[src/rtl/fre_meas_pkg.sv]
// Shared types and constants for the fre_meas frequency/duty-cycle meter.
package fre_meas_pkg;

   localparam int FRE_MEAS_W_DEF = 8;

   typedef enum logic [1:0] {
      IDLE = 2'd0,
      ARM  = 2'd1,
      HIGH = 2'd2,
      LOW  = 2'd3
   } state_t;

endpackage

[src/rtl/fre_meas_if.sv]
// Control/result bundle of fre_meas. The meter is the slave: it takes en and
// sig_in and returns the registered measurement results.
interface fre_meas_if
   import fre_meas_pkg::*;
#(
   parameter int W = FRE_MEAS_W_DEF
) ();

   logic         en;
   logic         sig_in;
   logic         meas_valid;
   logic [W-1:0] meas_hw;
   logic [W-1:0] meas_lw;
   logic [W:0]   meas_period;
   logic         meas_ovf;
   logic         busy;

   modport master (
      output en, sig_in,
      input  meas_valid, meas_hw, meas_lw, meas_period, meas_ovf, busy
   );

   modport slave (
      input  en, sig_in,
      output meas_valid, meas_hw, meas_lw, meas_period, meas_ovf, busy
   );

endinterface

[src/rtl/fre_meas_sync_2ff.sv]
// Generic 1-bit two-flop synchronizer, async active-high reset, resets to 0.
module sync_2ff (
   input  logic clk,
   input  logic rst,
   input  logic d,
   output logic q
);

   logic meta;

   // Two back-to-back flops give the first stage a full cycle to settle.
   always_ff @(posedge clk or posedge rst) begin
      if (rst) begin
         meta <= 1'b0;
         q    <= 1'b0;
      end else begin
         meta <= d;
         q    <= meta;
      end
   end

endmodule

[src/rtl/fre_meas.sv]
// Frequency/duty-cycle meter: measures high width, low width and period of each
// complete cycle of sig_in in clk cycles and reports them with a one-cycle strobe.
// Build option: define FRE_MEAS_SYNC_EN to pass sig_in through a two-flop
// synchronizer (asynchronous sig_in allowed, +2 cycles latency).
//
// state | meaning
// IDLE  | disabled or just enabled; waiting for sig low to drop any partial period
// ARM   | sig seen low; waiting for the first rising edge
// HIGH  | counting the high phase of the current period
// LOW   | counting the low phase; next rising edge publishes the result
module fre_meas
   import fre_meas_pkg::*;
#(
   parameter int W = FRE_MEAS_W_DEF
) (
   input  logic       clk,
   input  logic       rst,
   fre_meas_if.slave  bus
);

   localparam logic [W-1:0] CNT_MAX = '1;

   logic         sig;
   state_t       state;
   logic [W-1:0] hcnt;
   logic [W-1:0] lcnt;
   logic         ovf;

`ifdef FRE_MEAS_SYNC_EN
   sync_2ff u_sync (
      .clk (clk),
      .rst (rst),
      .d   (bus.sig_in),
      .q   (sig)
   );
`else
   assign sig = bus.sig_in;
`endif

   // FSM, saturating phase counters and registered result outputs.
   always_ff @(posedge clk or posedge rst) begin
      if (rst) begin
         state           <= IDLE;
         hcnt            <= '0;
         lcnt            <= '0;
         ovf             <= 1'b0;
         bus.meas_valid  <= 1'b0;
         bus.meas_hw     <= '0;
         bus.meas_lw     <= '0;
         bus.meas_period <= '0;
         bus.meas_ovf    <= 1'b0;
         bus.busy        <= 1'b0;
      end else begin
         bus.meas_valid <= 1'b0;
         if (!bus.en) begin
            state    <= IDLE;
            hcnt     <= '0;
            lcnt     <= '0;
            ovf      <= 1'b0;
            bus.busy <= 1'b0;
         end else begin
            case (state)
               IDLE: begin
                  bus.busy <= 1'b0;
                  if (!sig) state <= ARM;
               end
               ARM: begin
                  if (sig) begin
                     hcnt     <= W'(1);
                     lcnt     <= '0;
                     ovf      <= 1'b0;
                     bus.busy <= 1'b1;
                     state    <= HIGH;
                  end
               end
               HIGH: begin
                  if (sig) begin
                     if (hcnt != CNT_MAX) hcnt <= hcnt + 1'b1;
                     if (hcnt >= CNT_MAX - 1'b1) ovf <= 1'b1;
                  end else begin
                     lcnt  <= W'(1);
                     state <= LOW;
                  end
               end
               LOW: begin
                  if (!sig) begin
                     if (lcnt != CNT_MAX) lcnt <= lcnt + 1'b1;
                     if (lcnt >= CNT_MAX - 1'b1) ovf <= 1'b1;
                  end else begin
                     bus.meas_hw     <= hcnt;
                     bus.meas_lw     <= lcnt;
                     bus.meas_period <= {1'b0, hcnt} + {1'b0, lcnt};
                     bus.meas_ovf    <= ovf;
                     bus.meas_valid  <= 1'b1;
                     hcnt            <= W'(1);
                     lcnt            <= '0;
                     ovf             <= 1'b0;
                     state           <= HIGH;
                  end
               end
               default: state <= IDLE;
            endcase
         end
      end
   end

endmodule
[src/flat_wrapper.sv]
// flat-port wrapper written by rule: the top's interface ports become plain ports
module fre_meas_flat import fre_meas_pkg::*;
#(
   parameter int W = FRE_MEAS_W_DEF
)
  (clk, rst, bus_en, bus_sig_in, bus_meas_valid, bus_meas_hw, bus_meas_lw, bus_meas_period, bus_meas_ovf, bus_busy);
  fre_meas_if #(.W(W)) bus_i ();
  input  logic clk;
  input  logic rst;
  input wire logic [$bits(bus_i.en)-1:0] bus_en;
  input wire logic [$bits(bus_i.sig_in)-1:0] bus_sig_in;
  output wire logic [$bits(bus_i.meas_valid)-1:0] bus_meas_valid;
  output wire logic [$bits(bus_i.meas_hw)-1:0] bus_meas_hw;
  output wire logic [$bits(bus_i.meas_lw)-1:0] bus_meas_lw;
  output wire logic [$bits(bus_i.meas_period)-1:0] bus_meas_period;
  output wire logic [$bits(bus_i.meas_ovf)-1:0] bus_meas_ovf;
  output wire logic [$bits(bus_i.busy)-1:0] bus_busy;
  assign bus_i.en = bus_en;
  assign bus_i.sig_in = bus_sig_in;
  assign bus_meas_valid = bus_i.meas_valid;
  assign bus_meas_hw = bus_i.meas_hw;
  assign bus_meas_lw = bus_i.meas_lw;
  assign bus_meas_period = bus_i.meas_period;
  assign bus_meas_ovf = bus_i.meas_ovf;
  assign bus_busy = bus_i.busy;
  fre_meas #(.W(W)) u_core (.clk(clk), .rst(rst), .bus(bus_i));
endmodule
[config.mk]
export PLATFORM = sky130hd
export DESIGN_NAME = fre_meas_flat
export DESIGN_NICKNAME = d
export VERILOG_FILES = /design/src/rtl/fre_meas_pkg.sv /design/src/rtl/fre_meas_if.sv /design/src/rtl/fre_meas_sync_2ff.sv /design/src/rtl/fre_meas.sv /design/src/flat_wrapper.sv
export SDC_FILE = /design/constraint.sdc
export NUM_CORES = 1
export LEC_CHECK = 0
export ABC_AREA = 1
export CORE_ASPECT_RATIO = 0.6
export CORE_UTILIZATION = 51
export CTS_CLUSTER_DIAMETER = 200
export CTS_CLUSTER_SIZE = 12
export DETAILED_ROUTE_END_ITERATION = 10
export PLACE_DENSITY = 0.77
export RECOVER_POWER = 50
export SLEW_MARGIN = 20
export SYNTH_ARGS = -nofsm -noshare
export SYNTH_HDL_FRONTEND = slang
export SYNTH_SLANG_ARGS = --single-unit
[constraint.sdc]
create_clock -name clk -period 1.55 [get_ports clk]
set_input_delay 0.3875 -clock clk [delete_from_list [all_inputs] [get_ports clk]]
set_output_delay 0.3875 -clock clk [all_outputs]
set_load 0.02 [all_outputs]
==> results of run 1 <==
-- sequential cells by signal (all words and copies together), names as in the netlist, 2 cells and up --
| register | cells |
|---|---|
| u_core.state | 2 |
| u_core.bus.meas_lw | 8 |
| u_core.bus.meas_hw | 8 |
| u_core.lcnt | 8 |
| u_core.bus.meas_period | 9 |
| u_core.hcnt | 8 |
-- where the power goes --
group / switching (W) / total [W] / internal, W
Combinational: 0.000213 / 0.000358 / 0.000145
Clock: 0.000448 / 0.000929 / 0.000481
Sequential: 0.0000286 / 0.00129 / 0.00126
-- logic make-up after synthesis --
logic type / share of synthesized area (%)
compound gates: 8.89
xor+xnor: 1.60
fa+ha+maj: 6.20
buf+inv: 7.71
flops: 42.9
simple gates: 32.7
-- worst reg2reg max path: cells and delay by family (launching register included) --
family	cells	cell delay, ps
adder cells (fa/ha/maj)	1	190
buffers and inverters	1	160
AO/OA/AOI/OAI	1	70
AND/OR/NAND/NOR	7	640
flip-flops	1	390
-- final cells by class --
cell class	count	area, sq um	area share, %
multi-input combinational	253	1470	40.6
sequential	47	1180	32.6
timing repair buffer	74	629	17.4
inverter	38	144	3.98
tap	66	82.6	2.29
clock buffer	5	68.8	1.90
clock inverter	3	43.8	1.21
-- what timing repair did --
action                     4_1_cts  5_1_grt
setup buffers                    0        3
pin swaps                        1       10
resized for setup               32       32
setup endpoints to repair       33       23
-- worst min-delay path by stage --
stage,end
after global placement,u_core.bus.meas_period[0]$_DFFE_PP0P_
final,u_core.bus.meas_lw[4]$_DFFE_PP0P_
after floorplan,u_core.bus.meas_ovf$_DFFE_PP0P_
after CTS,u_core.bus.meas_period[6]$_DFFE_PP0P_
after detailed placement,u_core.bus.meas_hw[5]$_DFFE_PP0P_
after global routing,u_core.bus.meas_lw[4]$_DFFE_PP0P_
-- metal layers --
| layer | vias up | global-route usage [%] | share of wire, % |
|---|---|---|---|
| met5 | - | 0 | 0 |
| met4 | 0 | 7.04 | 1.1 |
| met3 | 15 | 6.77 | 8.3 |
| met2 | 121 | 37.9 | 41 |
| met1 | 1203 | 38.6 | 49 |
| li1 | 1263 | - | - |
-- metrics by stage --
stage | instance area (sq um) | utilization, % | setup TNS (ps) | total power (W) | hold WS (ps)
2_1_floorplan | 2740 | - | 0 | 0.00150 | 449
3_3_place_gp | 3410 | 66.4 | -7430 | 0.00165 | 457
3_5_place_dp | 3410 | 66.4 | -9160 | 0.00165 | 463
4_1_cts | 3490 | 68.0 | 0 | 0.00256 | 442
5_1_grt | 3610 | 70.4 | -935 | 0.00266 | 491
6_report | 3610 | 70.4 | -4.71 | 0.00257 | 476
-- placed cells by master (no fill, tap or decap), types with 2 or more instances in the layout --
cell type      Yosys  final
dlygate4sd3_1      0      2
ha_1              12      6
nand2_1          108     98
dfrtp_1           47     46
nor2_4             2      3
nor2_2             1      2
ha_4               0      2
buf_4              1     39
nand3_1           27     23
xnor2_1            3      3
clkbuf_8           0      5
nor2_1            20     18
buf_12             1      2
ha_2               0      4
or2_2              2      2
dlygate4sd2_1      0     28
o21ai_2            6      6
nand3_2            1      4
nand3b_1           2      2
inv_2              5      7
inv_1             32     29
a21oi_1            6      5
xor2_1             2      2
nand4_1           13     13
clkinv_2           1      2
o21ai_0            9      8
o21ai_1           17     18
nand2_2           11     21
-- cell usage after synthesis, types with 2 or more instances --
cell type and count:
nand2_1 108, dfrtp_1 47, inv_1 32, nand3_1 27, nor2_1 20, o21ai_1 17
nand4_1 13, ha_1 12, nand2_2 11, o21ai_0 9, a21oi_1 6, o21ai_2 6
buf_2 5, inv_2 5, xnor2_1 3, nand3b_1 2, nor2_4 2, or2_2 2
xor2_1 2
==> impl_metrics.env, run 1 <==
export IMPL_status="finished, violations left"
export IMPL_failed_checks="negative setup slack"
export IMPL_r2r_cells=10
export IMPL_antenna_found_initial=0
export IMPL_crit_cells=10
export IMPL_r2r_slack_ps=-5
export IMPL_critPathMostFrequentCell="nand2_2"
export IMPL_rsz0062_at_grt="yes"
export IMPL_cts_root_buf="clkbuf_8"
export IMPL_max_cap_viol_count=0
export IMPL_die_area_sq_um=5690
export IMPL_cts_buffer_depth=2
export IMPL_clkTransAtPathRegs_ps=90
export IMPL_yosys_top_cells_area="dfrtp_1 43%, nand2_1 15%, ha_1 5.5%"
export IMPL_die_x_um=96.7
export IMPL_period_share_pct=100
export IMPL_setup_worst_path_start="u_core.lcnt[0]$_DFFE_PP0P_"
export IMPL_synth_largest_area_cell="dfrtp_1"
export IMPL_drtIter0Drc=232
export IMPL_cts_sinks=47
export IMPL_p_leak_nw=1.94
export IMPL_fin_crit_ps=1550
export IMPL_crit_path_end="u_core.lcnt[0]$_DFFE_PP0P_"
export IMPL_crit_path_start_kind="register"
export IMPL_dp_cells=475
export IMPL_reg2reg_to="u_core.lcnt[0]$_DFFE_PP0P_"
export IMPL_mappedNetlistArea_sq_um=2740
export IMPL_vias=2602
export IMPL_synth_top_area_share_pct=42.9
export IMPL_wire_per_inst_um=15.1
export IMPL_syn_avg_cell_area_sq_um=7.91
export IMPL_dp_slack_ps=-283
export IMPL_finalMaxSlewViolations=0
export IMPL_cp_arrival_ps=1750
export IMPL_ys_dominant_reg_cell="dfrtp_1"
export IMPL_globalRouteOverflowTotal=0
export IMPL_fill_cells=434
export IMPL_num_antenna_cells=0
export IMPL_fin_cells=486
export IMPL_numCtsBuffers=5
export IMPL_crit_type="register to register"
export IMPL_crit_chain="buf_4, ha_2, nand2_2, nor2_4, nand2_1, nand2_2, nand2_2, nand3_4, nand2_1, o21ai_0"
export IMPL_grt_max_degree=48
export IMPL_yosysWarningCount=0
export IMPL_gp_congestion=0.889
export IMPL_hold_start="u_core.bus.meas_lw[4]$_DFFE_PP0P_"
export IMPL_worst_skew_pair_late_latency_ps=310
export IMPL_required_ps=1740
export IMPL_routed_via_density=5.35
export IMPL_io_pins=32
export IMPL_ant_nets=0
export IMPL_async_flop_share_pct=100
export IMPL_cpPeakStageDelay_ps=390
export IMPL_whs_path_depth=2
export IMPL_cts_hold_buf=0
export IMPL_max_slew_margin_pct=57.3
export IMPL_area_growth_pct=31.7
export IMPL_syn_nets=364
export IMPL_timing_critical_path_slowest_stage_cell="dfrtp_1"
export IMPL_htreeDepth=2
export IMPL_cp_buffers_inverters=1
export IMPL_fmax_mhz=643
export IMPL_vdd_drop_max_mv=0.398
export IMPL_drt_total_wl_um=7330
export IMPL_grt_pass1_wl_um=11400
export IMPL_grt_pass1_vias=2277
export IMPL_fin_nets=436
export IMPL_hold_violations=0
export IMPL_ys_types=37
export IMPL_drive_gt1_share_pct=26.4
export IMPL_powerDensity_nw_per_um2=712
export IMPL_dr_pass1_iters=5
export IMPL_syn_instance_count=347
export IMPL_reg2reg_from="u_core.lcnt[0]$_DFFE_PP0P_"
export IMPL_ys_seq_area_share_pct=42.9
export IMPL_synth_seq_cells=47
export IMPL_finClkSkew_ps=5.08
export IMPL_io_buffers=31
export IMPL_dp_hpwl_um=5270
export IMPL_cts_tree="built"
export IMPL_holdCritPathClass="register to register"
export IMPL_start_util_pct=53.5
export IMPL_core_sq_um=5130
export IMPL_critPathCaptureType="register"
export IMPL_crit_fanout=8
export IMPL_groute_usage_overall_pct=26.0
export IMPL_worst_slack_ps=-4.71
export IMPL_rows=20
export IMPL_synth_edf_count=0
export IMPL_drcViolationCount=0
export IMPL_tightest_slew_ps=640
export IMPL_setup_viol=1
export IMPL_path_delay_family="simple AND/OR/NAND/NOR gates"
export IMPL_die_y_um=58.8
(Power assumes the default switching activity.)
==> run 2: changes to the inputs <==
--- a/config.mk
+++ b/config.mk
@@ -9,7 +9,7 @@
 export CORE_ASPECT_RATIO = 0.6
 export CORE_UTILIZATION = 51
 export CTS_CLUSTER_DIAMETER = 200
-export CTS_CLUSTER_SIZE = 12
+export CTS_CLUSTER_SIZE = 25
 export DETAILED_ROUTE_END_ITERATION = 10
 export PLACE_DENSITY = 0.77
 export RECOVER_POWER = 50
==> results of run 2 <==
Final layout, timing and power as in run 1 (identical DEF).
